==> src/rtl/mul_stream_engine.sv <==
// Byte-stream multiply / MAC engine: gathers A and B LSB first, multiplies
// iteratively by shift-add, then streams the result back one byte at a time.
module mul_stream_engine #(
  parameter int W          = 8,
  parameter int TX_GAP     = 100,
  parameter int RX_TIMEOUT = 100000
) (
  input  logic       clk,
  input  logic       reset,
  input  logic       enable,
  input  logic [1:0] mode,
  input  logic [7:0] rx_data,
  input  logic       rx_valid,
  output logic [7:0] tx_data,
  output logic       tx_valid,
  input  logic       tx_ready,
  output logic       busy,
  output logic       frames_received,
  output logic       rx_timeout_err,
  output logic       done
);

  localparam int NB    = W / 8;
  localparam int NBT   = 2 * NB;
  localparam int ACC_W = 2 * W + 8;
  localparam int ACC_B = ACC_W / 8;
  localparam int CW    = $clog2(NBT) + 1;
  localparam int TW    = $clog2(RX_TIMEOUT + 1);
  localparam int MW    = $clog2(W + 1);
  localparam int BW    = $clog2(ACC_B + 1);
  localparam int GW    = $clog2(TX_GAP + 2);

  localparam logic [CW-1:0] C_LAST = CW'(NBT - 1);
  localparam logic [TW-1:0] T_LAST = TW'(RX_TIMEOUT - 1);
  localparam logic [MW-1:0] M_LAST = MW'(W - 1);
  localparam logic [BW-1:0] P_LAST = BW'(NBT - 1);
  localparam logic [BW-1:0] A_LAST = BW'(ACC_B - 1);
  localparam logic [GW-1:0] G_LAST =
    GW'((TX_GAP > 0) ? TX_GAP - 1 : 0);

  typedef enum logic [2:0] {
    IDLE, RX, MUL, FIX, TX_BYTE, TX_WAIT, DONE
  } state_t;

  state_t state, state_n;

  logic [CW-1:0]    cnt;
  logic [TW-1:0]    tcnt;
  logic [MW-1:0]    mcnt;
  logic [BW-1:0]    bidx;
  logic [GW-1:0]    gcnt;
  logic [2*W-1:0]   opnd;
  logic [1:0]       mode_q;
  logic [2*W-1:0]   prod;
  logic [ACC_W-1:0] acc;
  logic [ACC_W-1:0] res;

  logic [W-1:0]     a_op, b_op;
  logic [W-1:0]     a_mag, b_mag, b_sh;
  logic             sgn, neg;
  logic [2*W-1:0]   pp, prod_f;
  logic [ACC_W-1:0] p_ext, sum;
  logic             rx_hit, last_rx, tmo;
  logic             tx_last;
  logic [BW-1:0]    nb_last;

  // Signed mode multiplies magnitudes; sign is restored in FIX.
  always_comb begin
    a_op   = opnd[W-1:0];
    b_op   = opnd[2*W-1:W];
    sgn    = (mode_q == 2'b01);
    a_mag  = (sgn && a_op[W-1]) ? -a_op : a_op;
    b_mag  = (sgn && b_op[W-1]) ? -b_op : b_op;
    neg    = sgn && (a_op[W-1] ^ b_op[W-1]);
    b_sh   = b_mag >> mcnt;
    pp     = b_sh[0] ? ({{W{1'b0}}, a_mag} << mcnt) : '0;
    prod_f = neg ? -prod : prod;
    p_ext  = {8'h00, prod};
    sum    = acc + p_ext;
  end

  always_comb begin
    rx_hit  = (state == RX) && enable && rx_valid;
    last_rx = rx_hit && (cnt == C_LAST);
    tmo     = (state == RX) && enable && !rx_valid &&
              (cnt != '0) && (tcnt == T_LAST);
    nb_last = mode_q[1] ? A_LAST : P_LAST;
    tx_last = (bidx == nb_last);
  end

  always_ff @(posedge clk or negedge reset) begin
    if (!reset) state <= IDLE;
    else        state <= state_n;
  end

  always_comb begin
    state_n         = state;
    tx_valid        = 1'b0;
    tx_data         = 8'h00;
    busy            = (state != IDLE);
    frames_received = last_rx;
    rx_timeout_err  = tmo;
    done            = 1'b0;
    case (state)
      IDLE:    if (enable) state_n = RX;
      RX: begin
        if (!enable)     state_n = IDLE;
        else if (last_rx) state_n = MUL;
      end
      MUL:     if (mcnt == M_LAST) state_n = FIX;
      FIX:     state_n = TX_BYTE;
      TX_BYTE: begin
        tx_valid = 1'b1;
        tx_data  = res[7:0];
        if (tx_ready) begin
          if (tx_last)         state_n = DONE;
          else if (TX_GAP > 0) state_n = TX_WAIT;
        end
      end
      TX_WAIT: if (gcnt == G_LAST) state_n = TX_BYTE;
      DONE: begin
        done    = 1'b1;
        state_n = enable ? RX : IDLE;
      end
      default: state_n = IDLE;
    endcase
  end

  always_ff @(posedge clk or negedge reset) begin
    if (!reset) begin
      cnt    <= '0;
      tcnt   <= '0;
      mcnt   <= '0;
      bidx   <= '0;
      gcnt   <= '0;
      opnd   <= '0;
      mode_q <= 2'b00;
      prod   <= '0;
      acc    <= '0;
      res    <= '0;
    end else begin
      case (state)
        IDLE: begin
          if (enable) begin
            cnt  <= '0;
            tcnt <= '0;
          end
        end
        RX: begin
          if (!enable) begin
            cnt  <= '0;
            tcnt <= '0;
          end else if (rx_valid) begin
            for (int i = 0; i < NBT; i++)
              if (cnt == CW'(i)) opnd[8*i +: 8] <= rx_data;
            tcnt <= '0;
            if (cnt == C_LAST) begin
              cnt    <= '0;
              mode_q <= mode;
              mcnt   <= '0;
              prod   <= '0;
            end else begin
              cnt <= cnt + 1'b1;
            end
          end else if (cnt != '0) begin
            if (tmo) begin
              cnt  <= '0;
              tcnt <= '0;
            end else begin
              tcnt <= tcnt + 1'b1;
            end
          end
        end
        MUL: begin
          prod <= prod + pp;
          mcnt <= mcnt + 1'b1;
        end
        FIX: begin
          bidx <= '0;
          case (mode_q)
            2'b10: begin
              acc <= sum;
              res <= sum;
            end
            2'b11: begin
              acc <= p_ext;
              res <= p_ext;
            end
            default: res <= {8'h00, prod_f};
          endcase
        end
        TX_BYTE: begin
          gcnt <= '0;
          if (tx_ready) begin
            res  <= res >> 8;
            bidx <= bidx + 1'b1;
          end
        end
        TX_WAIT: gcnt <= gcnt + 1'b1;
        DONE: begin
          if (enable) begin
            cnt  <= '0;
            tcnt <= '0;
          end
        end
        default: ;
      endcase
    end
  end

endmodule

==> config.mk <==
export PLATFORM = sky130hd
export DESIGN_NAME = mul_stream_engine
export DESIGN_NICKNAME = d
export VERILOG_FILES = /design/src/rtl/mul_stream_engine.sv
export SDC_FILE = /design/constraint.sdc
export NUM_CORES = 1
export LEC_CHECK = 0
export ABC_AREA = 0
export CAP_MARGIN = 10
export CORE_MARGIN = 5
export CORE_UTILIZATION = 35
export CTS_CLUSTER_DIAMETER = 200
export DETAILED_ROUTE_END_ITERATION = 8
export PLACE_DENSITY_LB_ADDON = 0.2
export SYNTH_ARGS = -nofsm -noshare
export SYNTH_HDL_FRONTEND = slang
export SYNTH_SLANG_ARGS = --single-unit
==> constraint.sdc <==
create_clock -name clk -period 4 [get_ports clk]
set_input_delay 0.6 -clock clk [delete_from_list [all_inputs] [get_ports clk]]
set_output_delay 0.6 -clock clk [all_outputs]
set_load 0.005 [all_outputs]
== Word level (Yosys, flattened, before mapping) ==
Cells that the tools add are included.

* Flip-flop bits (word level): 117
* Input port bits: 15
* Output and inout port bits: 13
* Logic and storage cells: 123

* $add $sub $neg: 10
* Equal/unequal tests: 25
* Shifts and indexed selects: 2
* Mux-type cells: 45
* Bitwise gates (word level): 1
* Reduce and logical (&&, ||, !) cells: 28

{| class="wikitable"
|+ Operators by type and width
! cell !! count
|-
| $pmux 24 s2 || 3
|-
| $mux 17 || 5
|-
| $mux 16 || 5
|-
| $pmux 17 s2 || 1
|-
| $pmux 16 s2 || 1
|-
| $add 24x16->24 || 1
|-
| $mux 24 || 1
|-
| $mux 8 || 3
|-
| $pmux 3 s7 || 1
|-
| $mux 2 || 9
|-
| $mux 3 || 6
|-
| $add 17x1->17 const B || 1
|-
| $eq 17x17->1 const B || 1
|-
| $add 16x16->16 || 1
|-
| $neg 16->16 || 1
|-
| $neg 8->8 || 2
|-
| $reduce_and 4->1 || 4
|-
| $shl 8x4->16 || 1
|-
| $pmux 7 s2 || 1
|-
| $mux 4 || 3
|-
| $ne 2x2->1 const B || 6
|-
| $reduce_bool 2->1 || 6
|-
| $eq 3x3->1 const B || 3
|-
| $logic_and 1x1->1 || 9
|-
| 27 further kinds || 36
|}

== Depth between registers and ports, before layout ==
* Depth in word-level cells: 10
* Mapped depth: 20
* Gate-level depth less buffers: 19

== Least setup slack after synthesis ==
Ideal clock, no wire load.

* Path type: reg2reg
* From: register opnd[8]
* To: register prod[14]
* Arrival: 3627 ps
* Data required time: 3879 ps
* Path slack: 252 ps
* Cell stages (with the launch flop): 17
* Buffers on the path: 1
* Clock period less this slack: 3748 ps
* Cell sequence: dfrtp_1 -> or3_1 -> and3_1 -> xnor2_1 -> mux4_2 -> or3_1 -> buf_6 -> nor2_1 -> ha_1 -> a21o_1 -> a21oi_1 -> o21ai_0 -> o2111ai_1 -> nand3_1 -> a31oi_1 -> xnor2_1 -> a22o_1

* Word-level cells in the longest chain between the ends: 6

{| class="wikitable"
|+ RTL lines
! what !! RTL line !! text
|-
| from (decl) || 52 || <nowiki>logic [2*W-1:0] opnd;</nowiki>
|-
| from (signal, indexed assignment) || 155 || <nowiki>if (cnt == CW'(i)) opnd[8*i +: 8] <= rx_data;</nowiki>
|-
| $neg 8->8 || 73 || <nowiki>b_mag = (sgn && b_op[W-1]) ? -b_op : b_op;</nowiki>
|-
| $mux 8 (*) || 73 ||
|-
| $shr 8x4->1 (*) || 75 || <nowiki>b_sh = b_mag >> mcnt;</nowiki>
|-
| $mux 16 (*) || 76 || <nowiki>pp = b_sh[0] ? ({{W{1'b0}}, a_mag} << mcnt) : '0;</nowiki>
|-
| $add 16x16->16 (*) || 175 || <nowiki>prod <= prod + pp;</nowiki>
|-
| $pmux 16 s2 (*) || 142 || <nowiki>case (state)</nowiki>
|-
| to (signal assigned) || 175 ||
|-
| to (decl) || 54 || <nowiki>logic [2*W-1:0] prod;</nowiki>
|}

Every way passes the cells marked *; elsewhere a longest branch is shown, timed or not.
A chain may end at the register's enable or synchronous reset.

== Worst setup path in the final report ==
* From: register opnd[8]
* To: register prod[13]

Same word-level chain as after synthesis.

==> impl_metrics.yaml <==
global_route:
  grt.overflow.total: 0
  grt_usage: 0.163
  grt_pass1_vias: 6563
  grt_max_degree: 66
  grt_pass1_wl_mm: 34.3
  antenna_found_initial: 0
drt:
  dr.first_iter.drc_count: 342
  dr.pass1.iters: 5
  routed-via-count: 6720
  drc_errors: 0
  wl_per_cell_um: 16.5
  ant_nets: 0
  drt_wl_total_mm: 20.6
  routed_via_density: 5.36
clock_network:
  cts.sink_count: 117
  cts_max_level: 4
  clk_path_buf_depth: 2
  cts.repair_timing.setup_buffer_count: 0
  worstSkewPairLatency_ps: 420
  root_buffer: "clkbuf_16"
  cts_hold_buffers: 0
  path_clk_slew_ps: 60
  cts_buffers: 17
  cts_tree: "done"
pwr:
  netSwitchingFraction: 0.403
  ir_drop_mv: 0.336
  power_density_nw_per_um2: 650
  power_frac_seq: 0.293
  power_uw: 6040
  pwr-share-comb: 0.424
  p_sw_uw: 2430
  p_int_uw: 3610
  clock_power_share: 0.283
  leakagePower_uw: 0.00409
setup_path:
  cp-startpoint: "opnd[8]"
  r2r_cells: 15
  crit_path_max_fanout: 8
  endpoint_kind: "flop"
  crit_required_ps: 4310
  rrSetupSlack_ps: 170
  r2r_start: "opnd[8]"
  arrival_ps: 4130
  crit_type: "flop to flop"
  worst_setup_path_start_kind: "flop"
floorplanning:
  ios: 28
  die_area_um2: 25800
  start_util: 0.353
  dieHeight_um: 161
  core_um2: 22500
  die_x_um: 161
  fp-row-count: 55
placed_design:
  io_buffers: 27
  gp_congestion: 0.825
  dpl.hpwl_mm: 15.1
  place_area_um2: 8580
timing:
  fmax_mhz: 261
  fin_crit_sh: 0.956
  tightest_slew_ps: 1170
  final-setup-viol-count: 0
  slew_headroom: 0.223
  tns_ps: 0
  maxSlewViolCount: 0
  fin_skew_ps: 11.2
  period_needed_ps: 3830
  hold_viol: 0
finish:
  final_common_cell: "dfrtp_1"
  drive_gt1_frac: 0.100
  final_cell_area_um2: 9290
  fillers: 2270
  num_antenna_cells: 0
  area_growth_pct: 17.0
  fin_nets: 1009
  mostFrequentLayoutCells: "dfrtp_1 (117), nand2_1 (105), nor2_1 (76)"
yosys:
  ys_dominant_reg_cell: "dfrtp_1"
  async_flop_share: 1.00
  syn-instance-count: 927
  avgSynthCellArea_um2: 8.57
  ys_seq_elements: 117
  synth_area_um2: 7940
  ys_seq_area_frac: 0.369
  synth_edf_count: 0
  syn-num-nets: 981
  synth_cell_types: 71
  ys_warn_count: 0
run:
  cap_violations: 0
hold_path:
  hold_class: "primary input to async pin"
run_status:
  status: "finished, final reports clean"
cells in the mapped netlist, types with 20 or more instances:
cell type / count / area share
xor2_1: 21 / 0.023
nor2_1: 77 / 0.036
clkbuf_1: 33 / 0.016
nor3_1: 24 / 0.015
nand3_1: 25 / 0.016
xnor2_1: 34 / 0.038
inv_1: 26 / 0.012
ha_1: 37 / 0.058
nand2_1: 105 / 0.050
a21oi_1: 65 / 0.041
o21ai_0: 77 / 0.049
or3_1: 20 / 0.016
dfrtp_1: 117 / 0.37
mux2i_1: 23 / 0.029
final cells by class:
| cell class | count | area, µm² | share of cell area |
|---|---|---|---|
| Multi-Input combinational cell | 743 | 4810 | 0.518 |
| Sequential cell | 117 | 2930 | 0.315 |
| Timing Repair Buffer | 48 | 438 | 0.0472 |
| Clock buffer | 18 | 429 | 0.0462 |
| Tap cell | 285 | 357 | 0.0384 |
| Clock inverter | 14 | 223 | 0.0240 |
| Inverter | 28 | 105 | 0.0113 |
worst max-delay path, cell delays in order (launching register included):
cell	delay, ps
dfrtp_1	370
or3_1	380
and3_1	200
xnor2_1	120
mux4_2	470
or3_4	370
buf_4	180
o22ai_1	170
ha_1	290
or2_2	310
a21oi_2	160
a31oi_2	80
a21o_1	200
a21oi_1	160
xnor2_1	80
a22o_1	170
power by group through the flow:
stage          clock network [µW]  logic, µW  registers (µW)
3_5_place_dp                    0       2530            1790
5_1_grt                      1800       2850            1820
4_1_cts                      1750       2550            1770
2_1_floorplan                   0       1890            1690
3_3_place_gp                    0       2520            1780
6_report                     1710       2560            1770
path summary, 6_finish.rpt:
kind | end
min in group clk | res[1]
worst min register to register | res[1]
max in group asynchronous | state[2]
worst max register to register | prod[13]
worst min-delay path | prod[10]
worst max-delay path | prod[13]
metal layers:
metal  part of all wire  track usage
met1               0.50        0.228
met2               0.46        0.259
met3              0.024       0.0259
met4              0.015       0.0508
met5                  0            0
timing repair:
item,CTS,global route
resized for setup,0,16
endpoints found under the hold margin,0,0
setup endpoints to repair,0,6
logic make-up (layout without fill, tap and decap cells):
kind of cell / count (synthesis) / count (layout) / synth area share
buf+inv: 67 / 108 / 0.0336
compound gates: 273 / 273 / 0.213
mux: 41 / 41 / 0.0559
xor+xnor: 55 / 55 / 0.0607
fa+ha+maj: 39 / 39 / 0.0633
flops: 117 / 117 / 0.369
simple gates: 335 / 335 / 0.205
registers in the layout, summed over array words and instances, names as in the netlist:
signal / flops
acc: 24
bidx: 2
cnt: 2
gcnt: 7
mcnt: 4
mode_q: 2
opnd: 16
prod: 16
res: 24
state: 3
tcnt: 17
metrics by stage:
stage,util,hold WS (ps),instances,worst slack [ps]
floorplan,-,304,927,252
global placement,0.381,461,1221,133
detailed placement,0.381,465,1221,48.1
CTS,0.410,349,1253,18.4
global route,0.413,394,1253,-7.91
finish,0.413,306,1253,175
(Power assumes the default switching activity.)
